### src/rtl/iob_ram_t2p_be_arbiter.sv
// Two-requester front end for a byte-enabled 1W/1R RAM with independent round-robin
// write and read arbitration and one-cycle read response steering.
module iob_ram_t2p_be_arbiter #(
    parameter int ADDR_W          = 10,
    parameter int DATA_W          = 32,
    parameter int COLLISION_STALL = 1
) (
    input  logic                clk_i,
    input  logic                arst_n_i,
    input  logic                w0_valid_i,
    output logic                w0_ready_o,
    input  logic [ADDR_W-1:0]   w0_addr_i,
    input  logic [DATA_W-1:0]   w0_data_i,
    input  logic [DATA_W/8-1:0] w0_strb_i,
    input  logic                w1_valid_i,
    output logic                w1_ready_o,
    input  logic [ADDR_W-1:0]   w1_addr_i,
    input  logic [DATA_W-1:0]   w1_data_i,
    input  logic [DATA_W/8-1:0] w1_strb_i,
    input  logic                r0_valid_i,
    output logic                r0_ready_o,
    input  logic [ADDR_W-1:0]   r0_addr_i,
    output logic                r0_rvalid_o,
    output logic [DATA_W-1:0]   r0_rdata_o,
    input  logic                r1_valid_i,
    output logic                r1_ready_o,
    input  logic [ADDR_W-1:0]   r1_addr_i,
    output logic                r1_rvalid_o,
    output logic [DATA_W-1:0]   r1_rdata_o,
    output logic [DATA_W/8-1:0] ram_w_strb_o,
    output logic [ADDR_W-1:0]   ram_w_addr_o,
    output logic [DATA_W-1:0]   ram_w_data_o,
    output logic                ram_r_en_o,
    output logic [ADDR_W-1:0]   ram_r_addr_o,
    input  logic [DATA_W-1:0]   ram_r_data_i
);

    localparam bit STALL_EN = (COLLISION_STALL != 0);

    logic w_prio_q, w_prio_d;
    logic r_prio_q, r_prio_d;
    logic rpend_q, rpend_d;
    logic rsel_q, rsel_d;

    logic w_gnt0, w_gnt1, w_xfer;
    logic r_cand0, r_cand1;
    logic r_gnt0, r_gnt1, r_xfer;

    // Write side: a lone requester always wins, a tie goes to w_prio.
    assign w_gnt0 = w0_valid_i & (~w1_valid_i | ~w_prio_q);
    assign w_gnt1 = w1_valid_i & (~w0_valid_i |  w_prio_q);
    assign w_xfer = w_gnt0 | w_gnt1;

    assign w0_ready_o   = w_gnt0;
    assign w1_ready_o   = w_gnt1;
    assign ram_w_addr_o = w_gnt1 ? w1_addr_i : w0_addr_i;
    assign ram_w_data_o = w_gnt1 ? w1_data_i : w0_data_i;
    assign ram_w_strb_o = w_gnt1 ? w1_strb_i : (w_gnt0 ? w0_strb_i : '0);

    // A read hitting the address being written this cycle drops out of arbitration.
    assign r_cand0 = r0_valid_i & ~(STALL_EN & w_xfer & (r0_addr_i == ram_w_addr_o));
    assign r_cand1 = r1_valid_i & ~(STALL_EN & w_xfer & (r1_addr_i == ram_w_addr_o));

    assign r_gnt0 = r_cand0 & (~r_cand1 | ~r_prio_q);
    assign r_gnt1 = r_cand1 & (~r_cand0 |  r_prio_q);
    assign r_xfer = r_gnt0 | r_gnt1;

    assign r0_ready_o   = r_gnt0;
    assign r1_ready_o   = r_gnt1;
    assign ram_r_en_o   = r_xfer;
    assign ram_r_addr_o = r_gnt1 ? r1_addr_i : r0_addr_i;

    assign r0_rvalid_o = rpend_q & ~rsel_q;
    assign r1_rvalid_o = rpend_q &  rsel_q;
    assign r0_rdata_o  = ram_r_data_i;
    assign r1_rdata_o  = ram_r_data_i;

    always_comb begin
        w_prio_d = w_prio_q;
        r_prio_d = r_prio_q;
        rsel_d   = rsel_q;
        rpend_d  = r_xfer;
        if (w_xfer) begin
            w_prio_d = ~w_gnt1;
        end
        if (r_xfer) begin
            r_prio_d = ~r_gnt1;
            rsel_d   = r_gnt1;
        end
    end

    always_ff @(posedge clk_i or negedge arst_n_i) begin
        if (!arst_n_i) begin
            w_prio_q <= 1'b0;
            r_prio_q <= 1'b0;
            rpend_q  <= 1'b0;
            rsel_q   <= 1'b0;
        end else begin
            w_prio_q <= w_prio_d;
            r_prio_q <= r_prio_d;
            rpend_q  <= rpend_d;
            rsel_q   <= rsel_d;
        end
    end

endmodule

### config.mk
export PLATFORM = sky130hd
export DESIGN_NAME = iob_ram_t2p_be_arbiter
export DESIGN_NICKNAME = d
export VERILOG_FILES = /design/src/rtl/iob_ram_t2p_be_arbiter.sv
export SDC_FILE = /design/constraint.sdc
export NUM_CORES = 1
export LEC_CHECK = 0
export CORE_AREA = 2 2 107 109
export CTS_CLUSTER_DIAMETER = 40
export DETAILED_ROUTE_END_ITERATION = 12
export DIE_AREA = 0 0 109 111
export PLACE_DENSITY = 0.71
export SYNTH_ARGS = -nofsm -noshare
export SYNTH_HDL_FRONTEND = slang
export SYNTH_SLANG_ARGS = --single-unit
### constraint.sdc
create_clock -name clk_i -period 3.44 [get_ports clk_i]
set_input_delay 0.688 -clock clk_i [delete_from_list [all_inputs] [get_ports clk_i]]
set_output_delay 0.688 -clock clk_i [all_outputs]
set_load 0.01 [all_outputs]
==> results_dict.tcl, run 1 <==
set metrics [dict create \
    yosysWarnings 0 \
    netlist_instances 318 \
    vias 2735 \
    layout-drive-gt1-share_pct 28.0 \
    async_flop_share_pct 100 \
    status "complete, no violations" \
    crit_arrival_ps 2720 \
    worst_slack_ps 34.7 \
    synth_top_cell_by_area "buf_4" \
    ys_seq_area_share_pct 4.99 \
    cts_sinks 4 \
    drt_iter0_drc 99 \
    die_w_um 109 \
    slew_violations 0 \
    synth_top_area_share_pct 24.0 \
    multi_input_area_um2 1480 \
    ir_drop_mv 0.172 \
    synthToLayoutAreaGrowth_pct 106 \
    cpMostUsedCell "buf_6" \
    max_freq_mhz 294 \
    post-route-period-util_pct 99.0 \
    h-tree-depth 1 \
    p_int_uw 604 \
    p_sw_uw 326 \
    ff_latch_area_um2 100 \
    vias_per_cell 4.33 \
    design_power_total_uw 930 \
    cts_tree "yes" \
    synth_edf_count 0 \
    clock_latency_ps 220 \
    critPathSlowestCell "o41ai_4" \
    clkPwrFrac_pct 19.4 \
    hold_class "register to register" \
    first_global_vias 2737 \
    setup.worst_path.class "input pin to output pin" \
    whs_ps 519 \
    cts-buffers-inserted 3 \
    p_seq_share_pct 6.2 \
    comb_power_share_pct 74.4 \
    grt_pass1_wl_um 14300 \
    post-place-ws_ps -945 \
    wl_um 9510 \
    max-slew-margin-rel_pct 77.3 \
    crit_buf_inv 4 \
    drt_first_pass_iters 5 \
    cts_buffer_depth 2 \
    clockRootBuffer "clkbuf_16" \
    die_area_um2 12100 \
    cap_violations 0 \
    nNetsFinal 641 \
    ant_nets 0 \
    port_buffers 180 \
    rsz0062_at_grt "true" \
    fillers 1142 \
    start_kind "input pin" \
    switching_share_pct 35.0 \
    gp_congestion 0.915 \
    critPathTopFamily "compound AO/OA/AOI/OAI gates" \
    path_max_fanout 6 \
    power_leakage_uw 0.00195 \
    grt.overflow.total 0 \
    antenna_cells 0 \
    core_um2 11100 \
    ys_seq_elements 4 \
    pin_count 277 \
    row_count 39 \
    gr-usage-all-layers_pct 15.0 \
    syn_area_um2 2010 \
    wl_per_cell_um 15.0 \
    cp-end-kind "output pin" \
    dp_hpwl_um 8000 \
    die_h_um 111 \
    drc 0 \
    finalCriticalPeriod_ps 3410 \
    ys_types 48 \
    tns_ps 0 \
    synth_top_cells_by_count "nand2_1 (115), buf_4 (64), inv_1 (14)" \
    critPathMaxStageDelay_ps 390 \
    worstPathRequired_ps 2750 \
    finClkSkew_ps 2.52 \
    start_util_pct 18.1 \
    hold_viol 0 \
    ys_top_cells_by_area "buf_4 (24%), nand2_1 (22%), mux2_4 (6.0%)" \
    antenna_found_initial 0 \
    syn_nets 468 \
    ys.flop_type "dfrtp_1" \
    worst_pin_slew_ps 337 \
    fin_util_pct 37.4 \
    synth.most_common_cell "nand2_1" \
    path_cells "buf_2 > xor2_4 > a2111oi_4 > a21oi_2 > o41ai_4 > o21ai_2 > buf_6 > buf_4 > mux2_4 > buf_6" \
    grt_max_degree 31 \
    powerDensity_nw_per_um2 225 \
    clk_pin_slew_ps 30 \
    setup_viol 0 \
    avgSynthCellArea_um2 6.31 \
]
[sequential cells by signal, summed over array words and instances (netlist names)]
register  flops
r_prio_q      1
rsel_q        1
w_prio_q      1
rpend_q       1
[layer usage]
layer / track usage (%) / share of wire [%] / up-vias
met2: 26.3 / 49 / 141
met3: 3.64 / 8.7 / 36
li1: - / - / 1336
met5: 0 / 0 / -
met1: 17.3 / 40 / 1222
met4: 5.21 / 3.1 / 0
[power groups by stage]
stage,Combinational (uW),Sequential (uW),Clock (uW)
after floorplan,317,57.5,0
after global placement,643,58.0,0
after detailed placement,649,58.0,0
after CTS,682,57.8,183
after global routing,743,58.4,187
final,692,57.9,180
[logic make-up after synthesis]
logic type | synth area share [%]
buffers and inverters | 30.4
AO/OA/AOI/OAI | 18.4
AND/OR/NAND/NOR | 30.4
multiplexers | 7.55
flip-flops | 4.99
XOR/XNOR | 8.30
[final cells by class]
| cell class | count | share of cell area (%) |
|---|---|---|
| multi-input combinational | 222 | 35.8 |
| sequential | 4 | 2.42 |
| inverter | 14 | 1.33 |
| timing repair buffer | 246 | 54.3 |
| tap | 143 | 4.32 |
| clock buffer | 3 | 1.81 |
[stage by stage]
step	area, um^2	cells
floorplan	2010	318
detailed placement	3830	617
global route	4140	632
finish	4140	632
CTS	4070	628
global placement	3830	617
[cell usage in the layout, fill, tap and decap left out, drive strengths merged, types with 2 or more instances in the layout]
cell type | synthesis | layout
clkdlybuf4s50 | 0 | 128
nand2 | 116 | 116
buf | 72 | 80
dlygate4sd2 | 0 | 25
inv | 14 | 14
clkbuf | 6 | 11
xnor2 | 11 | 11
o21ai | 10 | 10
mux2 | 9 | 9
a21oi | 9 | 9
xor2 | 8 | 8
nand3 | 5 | 5
a22o | 4 | 4
dfrtp | 4 | 4
nor2b | 4 | 4
clkdlybuf4s15 | 0 | 4
nor4 | 4 | 4
a211oi | 3 | 3
nand2b | 3 | 3
nor2 | 3 | 3
mux2i | 2 | 2
nand4 | 2 | 2
o2111ai | 2 | 2
o22ai | 2 | 2
nand4b | 2 | 2
and3 | 2 | 2
a21o | 2 | 2
a21boi | 2 | 2
o41ai | 2 | 2
o311ai | 2 | 2
[worst paths after layout]
kind	from	end	slack, ps	cells after the start
min in group asynchronous	arst_n_i	r_prio_q	670	1
setup reg to reg	w_prio_q	r_prio_q	1380	10
hold / removal	w_prio_q	w_prio_q	520	1
hold reg to reg	w_prio_q	w_prio_q	520	1
max in group asynchronous	arst_n_i	rsel_q	2600	1
setup / recovery	w1_addr_i[3]	ram_r_addr_o[0]	30	10
[what timing repair did]
action	CTS	global route
resized for setup	146	35
setup endpoints to repair	13	12
setup buffers	8	4
pin swaps	23	11
hold buffers	0	0
(Power assumes the default switching activity.)
==> run 2, diff against run 1 <==
--- a/config.mk
+++ b/config.mk
@@ -9,7 +9,7 @@
 export CTS_CLUSTER_DIAMETER = 40
 export DETAILED_ROUTE_END_ITERATION = 12
 export DIE_AREA = 0 0 109 111
-export PLACE_DENSITY = 0.71
+export PLACE_DENSITY = 0.64
 export SYNTH_ARGS = -nofsm -noshare
 export SYNTH_HDL_FRONTEND = slang
 export SYNTH_SLANG_ARGS = --single-unit
==> run 2 against run 1 <==
Net effect:
- combinational power up 0.7%
- count of clock-buffer cells in the layout unchanged
- clock skew down 0.74 ps
- wire length up 1.9%
- setup slack better by 15 ps
- register-to-register slack worse by 250 ps
- final area down 0.15%
- first-iteration DRC count up 12%
- critical path depth up 1
- die area unchanged
==> results_dict.tcl, run 2 (synthesis results as in run 1) <==
set metrics [dict create \
    clockRootBuffer "clkbuf_16" \
    setup.worst_path.class "input pin to output pin" \
    dp_hpwl_um 7780 \
    worstHoldPathCells 2 \
    status "complete, no violations" \
    die_w_um 109 \
    antenna_found_initial 1 \
    cap_violations 0 \
    max-slew-margin-rel_pct 65.4 \
    min-delay-start "rsel_q" \
    core_um2 11100 \
    h-tree-depth 1 \
    drc 0 \
    worstPathRequired_ps 2750 \
    top_layer "met5" \
    finalCriticalPeriod_ps 3390 \
    hold_end "rsel_q" \
    placed_area_um2 3840 \
    max_freq_mhz 295 \
    hold_class "register to register" \
    final_common_cell "clkdlybuf4s50_1" \
    die_h_um 111 \
    cts_sinks 4 \
    start_util_pct 18.1 \
    clk_pin_slew_ps 30 \
    worst_pin_slew_ps 515 \
    synthToLayoutAreaGrowth_pct 106 \
    reg2regPathDepth 11 \
    crit_arrival_ps 2700 \
    first_global_vias 2805 \
    ff2ff_setup_slack_ps 1130 \
    power_leakage_uw 0.00194 \
    wl_met3_um 863 \
    m1WireLength_um 3750 \
    fin_util_pct 37.3 \
    stdcell_area_um2 4140 \
    die_area_um2 12100 \
    wl_per_cell_um 15.5 \
    r2r_end "r_prio_q" \
    antenna_cells 0 \
    powerDensity_nw_per_um2 227 \
    path_max_fanout 7 \
    post-route-period-util_pct 98.6 \
    setup_viol 0 \
    hold_buffers 0 \
    nNetsFinal 632 \
    drt_first_pass_iters 5 \
    row_count 39 \
    ant_nets 0 \
    cp-end-kind "output pin" \
    cts_tree "yes" \
    grt.overflow.total 0 \
    wl_um 9690 \
    cts_buffer_depth 2 \
    port_buffers 180 \
    slew_violations 0 \
    worstReg2RegStart "w_prio_q" \
    cts-buffers-inserted 3 \
    final_cell_mix "clkdlybuf4s50_1 (128), nand2_1 (115), buf_4 (51)" \
    grt_pass1_wl_um 14400 \
    whs_ps 553 \
    gp_congestion 0.930 \
    finClkSkew_ps 1.78 \
    clock_latency_ps 230 \
    layout-drive-gt1-share_pct 27.7 \
    start_kind "input pin" \
    gr-usage-all-layers_pct 15.0 \
    grt_max_degree 31 \
    vias 2729 \
    pin_count 277 \
    ir_drop_mv 0.152 \
    met2WireLength_um 4810 \
    hold_viol 0 \
    drt_iter0_drc 111 \
    vias_per_cell 4.38 \
]
[run 2: worst max-delay path, stage by stage]
cell and delay, ps:
buf_6 110, buf_6 120, a21boi_4 150, a32oi_2 100, a311oi_2 260, o2111ai_2 200, o41ai_4 330, o21ai_4 140
buf_12 170, mux2_4 300, buf_6 120
[run 2: cell type report]
| class | instances | area, um^2 |
|---|---|---|
| Clock buffer | 3 | 75.1 |
| Fill cell | 1161 | 6940 |
| Inverter | 14 | 57.6 |
| Multi-Input combinational cell | 222 | 1540 |
| Sequential cell | 4 | 100 |
| Tap cell | 143 | 179 |
| Timing Repair Buffer | 237 | 2180 |
[run 2: worst max path at each step]
stage / startpoint / endpoint / slack, ps / depth (start not counted)
floorplan: w0_valid_i / ram_r_addr_o[0] / 200 / 8
global placement: w0_valid_i / ram_r_addr_o[7] / -880 / 10
detailed placement: w1_valid_i / ram_r_addr_o[2] / -930 / 11
CTS: w1_addr_i[4] / ram_r_addr_o[3] / 1 / 10
global route: w1_valid_i / ram_r_addr_o[7] / -20 / 11
finish: w1_valid_i / ram_r_addr_o[7] / 50 / 11
[run 2: stage by stage]
step | instances | total power, uW | setup TNS [ps] | setup WS (ps)
finish | 623 | 939 | 0 | 49.8
global route | 623 | 997 | -114 | -21.4
CTS | 623 | 923 | 0 | 1.49
detailed placement | 614 | 718 | -11850 | -927
global placement | 614 | 714 | -10350 | -882
floorplan | 318 | 375 | 0 | 204
[run 2: power by group]
group          switching, uW  internal [uW]  leakage (uW)
clock network           33.8            149     0.0000370
logic                    299            398       0.00186
registers               6.78           53.0     0.0000449
total                    340            600       0.00194
[run 2: repair_timing]
action	4_1_cts	5_1_grt
setup endpoints to repair	39	13
pin swaps	22	16
resized for setup	132	47
buffers inserted	6	1
[run 2: metal layers]
metal  GRT usage (%)  vias to the layer above
li1                -                     1318
met1            17.5                     1227
met2            26.5                      145
met3            3.70                       37
met4            4.53                        2
met5               0                        -
